### config.mk
export PLATFORM = sky130hd
export DESIGN_NAME = gpio_bank
export DESIGN_NICKNAME = d
export VERILOG_FILES = /design/src/rtl/gpio_bank.sv
export SDC_FILE = /design/constraint.sdc
export NUM_CORES = 1
export LEC_CHECK = 0
export BUFFER_PORTS_ARGS = -buffer_cell sky130_fd_sc_hd__clkbuf_2
export CORE_MARGIN = 8
export CORE_UTILIZATION = 40
export DETAILED_ROUTE_END_ITERATION = 12
export PLACE_DENSITY = 0.68
export SLEW_MARGIN = 20
export SYNTH_ARGS = -nofsm -noshare
export SYNTH_HDL_FRONTEND = slang
export SYNTH_SLANG_ARGS = --single-unit
export TNS_END_PERCENT = 100
### constraint.sdc
create_clock -name clk -period 4.7 [get_ports clk]
set_input_delay 0.94 -clock clk [delete_from_list [all_inputs] [get_ports clk]]
set_output_delay 0.94 -clock clk [all_outputs]
set_load 0.01 [all_outputs]
### src/rtl/gpio_bank.sv
// WIDTH-pin GPIO bank for the picorv32 bus: direction, set/clear,
// synchronised inputs and sticky per-pin edge interrupts.
module gpio_bank #(
    parameter int WIDTH       = 8,
    parameter int SYNC_STAGES = 2
) (
    input  logic             clk,
    input  logic             resetn,
    input  logic             valid,
    output logic             ready,
    input  logic [3:0]       wstrb,
    input  logic [31:0]      addr,
    input  logic [31:0]      wdata,
    output logic [31:0]      rdata,
    output logic [WIDTH-1:0] io_iosel,
    input  logic [WIDTH-1:0] io_in,
    output logic [WIDTH-1:0] io_out,
    output logic             irq
);

    logic [WIDTH-1:0] out_q;
    logic [WIDTH-1:0] dir_q;
    logic [WIDTH-1:0] rise_en;
    logic [WIDTH-1:0] fall_en;
    logic [WIDTH-1:0] status;
    logic [WIDTH-1:0] prev;
    logic [SYNC_STAGES-1:0][WIDTH-1:0] chain;
    logic [WIDTH-1:0] sync;
    logic [WIDTH-1:0] ev;
    logic [WIDTH-1:0] wm;
    logic [WIDTH-1:0] wb;
    logic [WIDTH-1:0] w1c;
    logic [31:0]      bmask;
    logic [31:0]      wd32;
    logic [31:0]      rmux;
    logic [2:0]       sel;
    logic             access;
    logic             wr;
    logic             rd;
    logic             unused_bits;

    assign sel    = addr[4:2];
    assign access = valid & ~ready;
    assign wr     = access & (|wstrb);
    assign rd     = access & ~(|wstrb);

    assign bmask = {{8{wstrb[3]}}, {8{wstrb[2]}}, {8{wstrb[1]}}, {8{wstrb[0]}}};
    assign wd32  = wdata & bmask;
    assign wm    = bmask[WIDTH-1:0];
    assign wb    = wd32[WIDTH-1:0];
    assign unused_bits = ^{addr[31:5], addr[1:0], wd32, bmask};

    assign sync = chain[SYNC_STAGES-1];
    assign ev   = (sync & ~prev & rise_en) | (~sync & prev & fall_en);
    assign w1c  = (wr && sel == 3'd5) ? wb : '0;

    assign io_out   = out_q;
    assign io_iosel = dir_q;
    assign irq      = |status;

    always_comb begin
        rmux = 32'h0;
        unique case (sel)
            3'd0: rmux = 32'(out_q);
            3'd1: rmux = 32'(dir_q);
            3'd2: rmux = 32'(sync);
            3'd3: rmux = 32'(rise_en);
            3'd4: rmux = 32'(fall_en);
            3'd5: rmux = 32'(status);
            3'd6: rmux = 32'h0;
            3'd7: rmux = 32'h0;
        endcase
    end

    always_ff @(posedge clk) begin
        if (!resetn) begin
            ready   <= 1'b0;
            rdata   <= 32'h0;
            out_q   <= '0;
            dir_q   <= '0;
            rise_en <= '0;
            fall_en <= '0;
            status  <= '0;
            prev    <= '0;
            chain   <= '0;
        end else begin
            ready    <= access;
            rdata    <= rd ? rmux : 32'h0;
            chain[0] <= io_in;
            for (int i = 1; i < SYNC_STAGES; i++) begin
                chain[i] <= chain[i-1];
            end
            prev   <= sync;
            // an edge landing with a W1C of the same bit keeps the bit set
            status <= (status & ~w1c) | ev;
            if (wr) begin
                unique case (sel)
                    3'd0: out_q   <= (out_q & ~wm) | wb;
                    3'd1: dir_q   <= (dir_q & ~wm) | wb;
                    3'd2: ;
                    3'd3: rise_en <= (rise_en & ~wm) | wb;
                    3'd4: fall_en <= (fall_en & ~wm) | wb;
                    3'd5: ;
                    3'd6: out_q   <= out_q | wb;
                    3'd7: out_q   <= out_q & ~wb;
                endcase
            end
        end
    end

endmodule

* Word level (Yosys, flattened, before mapping)
Index checks and enable logic that the tools add are counted.
** Operators by class
- Eq/ne operators :: 7
- Multiplexer cells :: 3
- Bitwise operators :: 28
- Reductions and logical operators :: 11
** Operator list (count)
- 32-bit case mux with 7 select lines :: 1
- 8-bit AND :: 11
- 8-bit bitwise OR :: 7
- 8-bit inverter :: 5
- 8-bit case mux with 3 select lines :: 1
- 3-bit == test (second input constant) :: 4
- 2-bit AND reduction :: 5
- 8-bit 2-to-1 mux :: 1
- 8-bit OR reduction :: 1
- 3-bit by 2-bit == test with 1-bit output (second input constant) :: 2
- 4-bit OR reduction :: 1
- 1-bit AND :: 3
- 3-bit by 1-bit == test with 1-bit output (second input constant) :: 1
- 3-bit zero test :: 1
- 3-bit nonzero test :: 1
- 1-bit inverter :: 2
- 2-bit OR reduction :: 1
- 1-bit logical AND :: 1
** Storage, ports and cells
- Register bits after elaboration :: 97
- Output and inout port bits :: 50

* Longest topological paths before layout
Gate-level depths: netlist of run 1.
- Word-level depth :: 8
- Gate-level depth with buffers :: 6
- Mapped depth without buffers :: 4

* Worst setup path after synthesis of run 1
No wires, ideal clock.
- Path type :: input port to flip-flop
- Start :: in addr[2]
- End :: reg rdata[6]
- Arrival :: 2.081 ns
- Slack :: 2.490 ns
- Stages on the path :: 5
- Path buffers :: 2
- Cells stage by stage :: buf_2 > buf_1 > mux2_2 > a222oi_1 > nor3_1
** On the way
- Word-level cells in the longest chain between the ends :: 3
- Elaborated cells between the ends (all ways) :: 10
- Those cells by class :: eq/ne: 7; mux: 1; reduce/logical: 2
** RTL lines
- from (decl) :: RTL line 12 : input logic [31:0] addr,
- 3-bit == test :: RTL line 63 : unique case (sel)
- 2-bit OR reduction (no line)
- 32-bit case mux with 7 select lines (*) :: RTL line 63
- to (signal assigned) :: RTL line 88 : rdata <= rd ? rmux : 32'h0;
- to (decl) :: RTL line 14 : output logic [31:0] rdata,
Mark *: on every way between the ends. The rest lies on a longest branch, timed or not. The select of a mux whose other input is x is not followed.
A chain may end at the register's enable or synchronous reset.

==> flow_summary.ini, run 1 <==
[timing]
setup_viol = 0
post-route-period-util_pct = 54.9
fin_worst_skew_ns = 0.0121
hold_viol = 0
post-route-worst-setup-slack_ns = 2.12
final.min_clock_period_ns = 2.58
tightest_slew_ns = 0.873
tns_ns = 0
fmax_mhz = 388
slew_viol_final = 0
slew_headroom_pct = 41.5
rsz0062_at_grt = false

[layout]
layout.nets = 463
final_cell_mix = dfxtp_1 (73), clkbuf_2 (51), o21ai_0 (38)
final_common_cell = dfxtp_1
antennaDiodeCount = 0
syn_to_final_growth_pct = 12.5
stdcell_count = 490
drive_gt1_share_pct = 19.8

[route]
detail-route-antenna-nets = 0
wl_per_cell_um = 15.2
route.detailed.drc = 0
firstDrtPassIters = 5
vias = 2469
drt-vias-per-instance = 5.04
drt_wl_total_mm = 7.47
drt_iter0_drc = 207

[pwr]
p_per_area_nw_per_um2 = 345
ir_drop_v = 0.000125
p_leak_nw = 1.41
totalPowerFinal_w = 0.00122

[clock_tree]
clkTransAtPathRegs_ns = 0.07
cts_max_path_buffers = 2
numClockSinks = 73
cts_hold_buffers = 0
numCtsBuffers = 9
htreeDepth = 3
cts_setup_buffers = 0
cts.repair.resized = 0
cts-root-buf = clkbuf_8
insertion_delay_ns = 0.35
cts_tree = built

[logic_synthesis]
synth-edff-count = 0
synthFlopType = dfxtp_1
avgSynthCellArea_um2 = 9.17
ys_seq_area_share_pct = 46.5
synthCells = 343
synthDistinctLibCells = 38
syn_area_um2 = 3140
synth-seq-cells = 73
async_reset_ff_share_pct = 0
yosys_warnings = 0

[place]
port_buffers = 51
pre_cts_slack_ns = 1.76
dp.cells = 475
place_congestion = 0.823
place_hpwl_mm = 5.15

[global_route]
grt_usage_pct = 13.9
grt_max_degree = 75
gr-total-overflow = 0
antenna_found_initial = 0
grt_pass1_vias = 2415
grt_pass1_wl_mm = 12.5

[critical_path]
crit_path_frequent_cell = nand2_1
slowest_stage = nor3b_2
crit_path_end_kind = register
crit_path_start_kind = input port
critPathMaxStageDelay_ns = 0.81
worstPathRequired_ns = 4.92
path_cells = clkbuf_2 -> nor3b_2 -> nand2_1 -> nand2_1 -> a21boi_0
arrival_ns = 2.80
cp_top_family = simple AND/OR/NAND/NOR gates
worst-path-buf-inv = 1
path_class = input port to register
critical_path.max_fanout = 26

[flow_run]
cap_viol_max_count = 0

[worst_hold_path]
hold_class = register to register

[floorplan]
initial_core_util_pct = 40.9
io_pins = 129
dieArea_um2 = 11000
dieHeight_um = 105
fp-row-count = 32
die_w_um = 105
core-area_um2 = 7690

[run_status]
status = finished clean
## where the power goes
part	total, W	leakage (nW)	switching, W	internal (W)
combinational	0.0000908	0.717	0.0000594	0.0000314
clock	0.000493	0.102	0.000223	0.000270
sequential	0.000639	0.593	0.00000750	0.000631
total	0.00122	1.41	0.000290	0.000932
## Yosys cell counts (all sizes together), types with 2 or more instances
cell     number  share of area, %
a222oi        4               1.3
o21a          8               1.9
o22a          2              0.56
clkbuf       10               1.2
and2         25               5.0
a2bb2oi       2              0.56
and3b         2              0.56
nand3b       11               2.6
nor4          3              0.60
a22oi         2              0.48
nand3        28               4.5
buf          35               7.8
nor2b         9               1.8
o21ai        38               6.0
nand2        28               3.3
inv           2              0.24
dfxtp        73                46
a21oi         2              0.68
a21boi       16               3.8
a32o          8               2.5
nor3          6              0.96
mux2          7               2.5
nor2         10               1.2
mux2i         2              0.64
## path summary, 6_finish.rpt
kind	startpoint	to	slack, ns	cells after the start
min reg2reg	chain[2]	sync[2]	0.43	1
max	addr[4]	register	2.12	5
max reg2reg	ready	register	2.72	4
min	chain[2]	sync[2]	0.43	1
## worst reg2reg max path: stages, from the launching register on
cell and delay [ns]:
dfxtp_1 0.33, and3b_1 0.54, nand3b_1 0.61, nand3_1 0.27
o21ai_0 0.10
## layer usage
| layer | wire, um | GRT usage (%) | up-vias |
|---|---|---|---|
| li1 | - | - | 1244 |
| met1 | 3380 | 17.8 | 1126 |
| met4 | 116 | 7.24 | 0 |
| met5 | 0 | 0 | - |
| met2 | 3330 | 20.8 | 90 |
| met3 | 648 | 4.05 | 9 |
## layout make-up
cell class | instances | area [um^2]
fill | 795 | 4150
timing repair buffer | 52 | 263
clock buffer | 12 | 155
clock inverter | 3 | 40.0
tap | 102 | 128
multi-input combinational | 246 | 1480
sequential | 73 | 1460
inverter | 2 | 7.51
## per-stage QoR
step           utilization (%)  hold WS (ns)  area, um^2
2_1_floorplan                -         0.412        3230
3_3_place_gp              43.5         0.416        3340
3_5_place_dp              43.5         0.418        3340
4_1_cts                   46.0         0.434        3540
5_1_grt                   46.0         0.455        3540
6_report                  46.0         0.433        3540
## cell families after synthesis
kind of cell,synth area share [%]
multiplexers,3.14
buffers and inverters,9.23
AO/OA/AOI/OAI,19.0
flip-flops,46.5
XOR/XNOR,0.279
other,0.119
AND/OR/NAND/NOR,21.8
Power figures use the tool's default switching activity.
==> run 2, diff against run 1 <==
clock period = 2.48 ns   (was 4.7 ns; I/O delays follow)
==> flow_summary.ini, run 2 (same netlist as run 1, synthesis figures left out) <==
[pwr]
ir_drop_v = 0.000245
internal_power_w = 0.00180
switching_power_w = 0.000551
pwr-share-clk_pct = 41.2
p_leak_nw = 1.44
power_frac_comb_pct = 7.4
p_seq_share_pct = 51.4
p_per_area_nw_per_um2 = 655
p_sw_share_pct = 23.4

[place]
placed_area_um2 = 3380
place_congestion = 0.803
port_buffers = 51
pre_cts_slack_ns = 0.476
place_hpwl_mm = 5.16

[clock_tree]
cts.repair.resized = 0
cts_tree = built
clkTransAtPathRegs_ns = 0.07
cts-root-buf = clkbuf_8
htreeDepth = 3
cts_hold_buffers = 0
numCtsBuffers = 9
cts_max_path_buffers = 2
numClockSinks = 73
cts_setup_buffers = 0
insertion_delay_ns = 0.35

[route]
drt_wl_total_mm = 7.23
firstDrtPassIters = 4
route.detailed.drc = 0
wl_per_cell_um = 14.5
drt-vias-per-instance = 5.01
drt_iter0_drc = 138
detail-route-antenna-nets = 0
vias = 2488

[global_route]
gr-total-overflow = 0
antenna_found_initial = 0
grt_usage_pct = 13.4
grt_max_degree = 73
grt_pass1_vias = 2435
grt_pass1_wl_mm = 12.1

[timing]
fin_worst_skew_ns = 0.0157
slew_viol_final = 0
tns_ns = 0
final.min_clock_period_ns = 1.82
hold_viol = 0
slew_headroom_pct = 47.1
post-route-worst-setup-slack_ns = 0.656
post-route-period-util_pct = 73.5
fmax_mhz = 548
setup_viol = 0
tightest_slew_ns = 0.792
rsz0062_at_grt = false

[critical_path]
crit_path_start_kind = register
critPathMaxStageDelay_ns = 0.40
cp_top_family = simple AND/OR/NAND/NOR gates
arrival_ns = 1.33
slowest_stage = nor4_1
critical_path.max_fanout = 3
worstReg2RegEnd = status[1]
crit_path_end_kind = primary output
worst-path-buf-inv = 1
reg2reg_setup_slack_ns = 0.86
r2r_start = ready
worstPathRequired_ns = 1.98
path_cells = nor4_1 -> nand2_1 -> clkbuf_2
reg2reg_depth = 5
path_class = register to primary output

[worst_hold_path]
hold_class = input port to register
hold_end = chain[1]
hold_path_depth = 2
hold_start = io_in[1]

[run_status]
status = finished clean

[layout]
drive_gt1_share_pct = 21.3
antennaDiodeCount = 0
syn_to_final_growth_pct = 14.4
final_cell_mix = dfxtp_1 (73), clkbuf_2 (51), o21ai_0 (38)
final_util_pct = 46.8
stdcell_area_um2 = 3600
layout.nets = 469
final_common_cell = dfxtp_1

[floorplan]
die_w_um = 105
initial_core_util_pct = 40.9
fp-row-count = 32
io_pins = 129
core-area_um2 = 7690
dieArea_um2 = 11000
dieHeight_um = 105

[flow_run]
cap_viol_max_count = 0
-- run 2: metal layers --
layer  part of all wire [%]  up-vias  GRT usage, %
li1                       -     1261             -
met1                     46     1139          16.6
met2                     44       81          20.7
met3                    7.9        7          3.69
met4                    1.4        0          7.65
met5                      0        -             0
-- run 2: area by class of cell --
type	instances	area [um^2]
fill	771	4090
multi-input combinational	246	1480
tap	102	128
inverter	2	7.51
timing repair buffer	58	308
clock inverter	4	50.0
clock buffer	12	165
sequential	73	1460
-- run 2: how the worst max path moves through the flow --
stage / start / endpoint / slack [ns] / cells after the start
after floorplan: addr[2] / rdata[6] / 0.71 / 5
after global placement: addr[2] / rdata[6] / 0.47 / 5
after detailed placement: addr[2] / rdata[6] / 0.48 / 5
after CTS: status[1] / irq / 0.56 / 3
after global routing: status[3] / irq / 0.52 / 3
final: status[1] / irq / 0.66 / 3
-- run 2: per-stage QoR --
| stage | hold slack, ns | cells | total power [W] |
|---|---|---|---|
| final | 0.357 | 497 | 0.00236 |
| after CTS | 0.339 | 497 | 0.00238 |
| after global routing | 0.340 | 497 | 0.00245 |
| after global placement | 0.417 | 481 | 0.00141 |
| after floorplan | 0.412 | 366 | 0.00138 |
| after detailed placement | 0.417 | 481 | 0.00141 |
-- run 2: power by group through the flow --
stage                     Combinational (W)  Sequential (W)  Clock, W
after global routing               0.000194         0.00121   0.00104
final                              0.000175         0.00121  0.000971
after floorplan                    0.000143         0.00124         0
after global placement             0.000171         0.00124         0
after CTS                          0.000174         0.00121  0.000999
after detailed placement           0.000173         0.00124         0
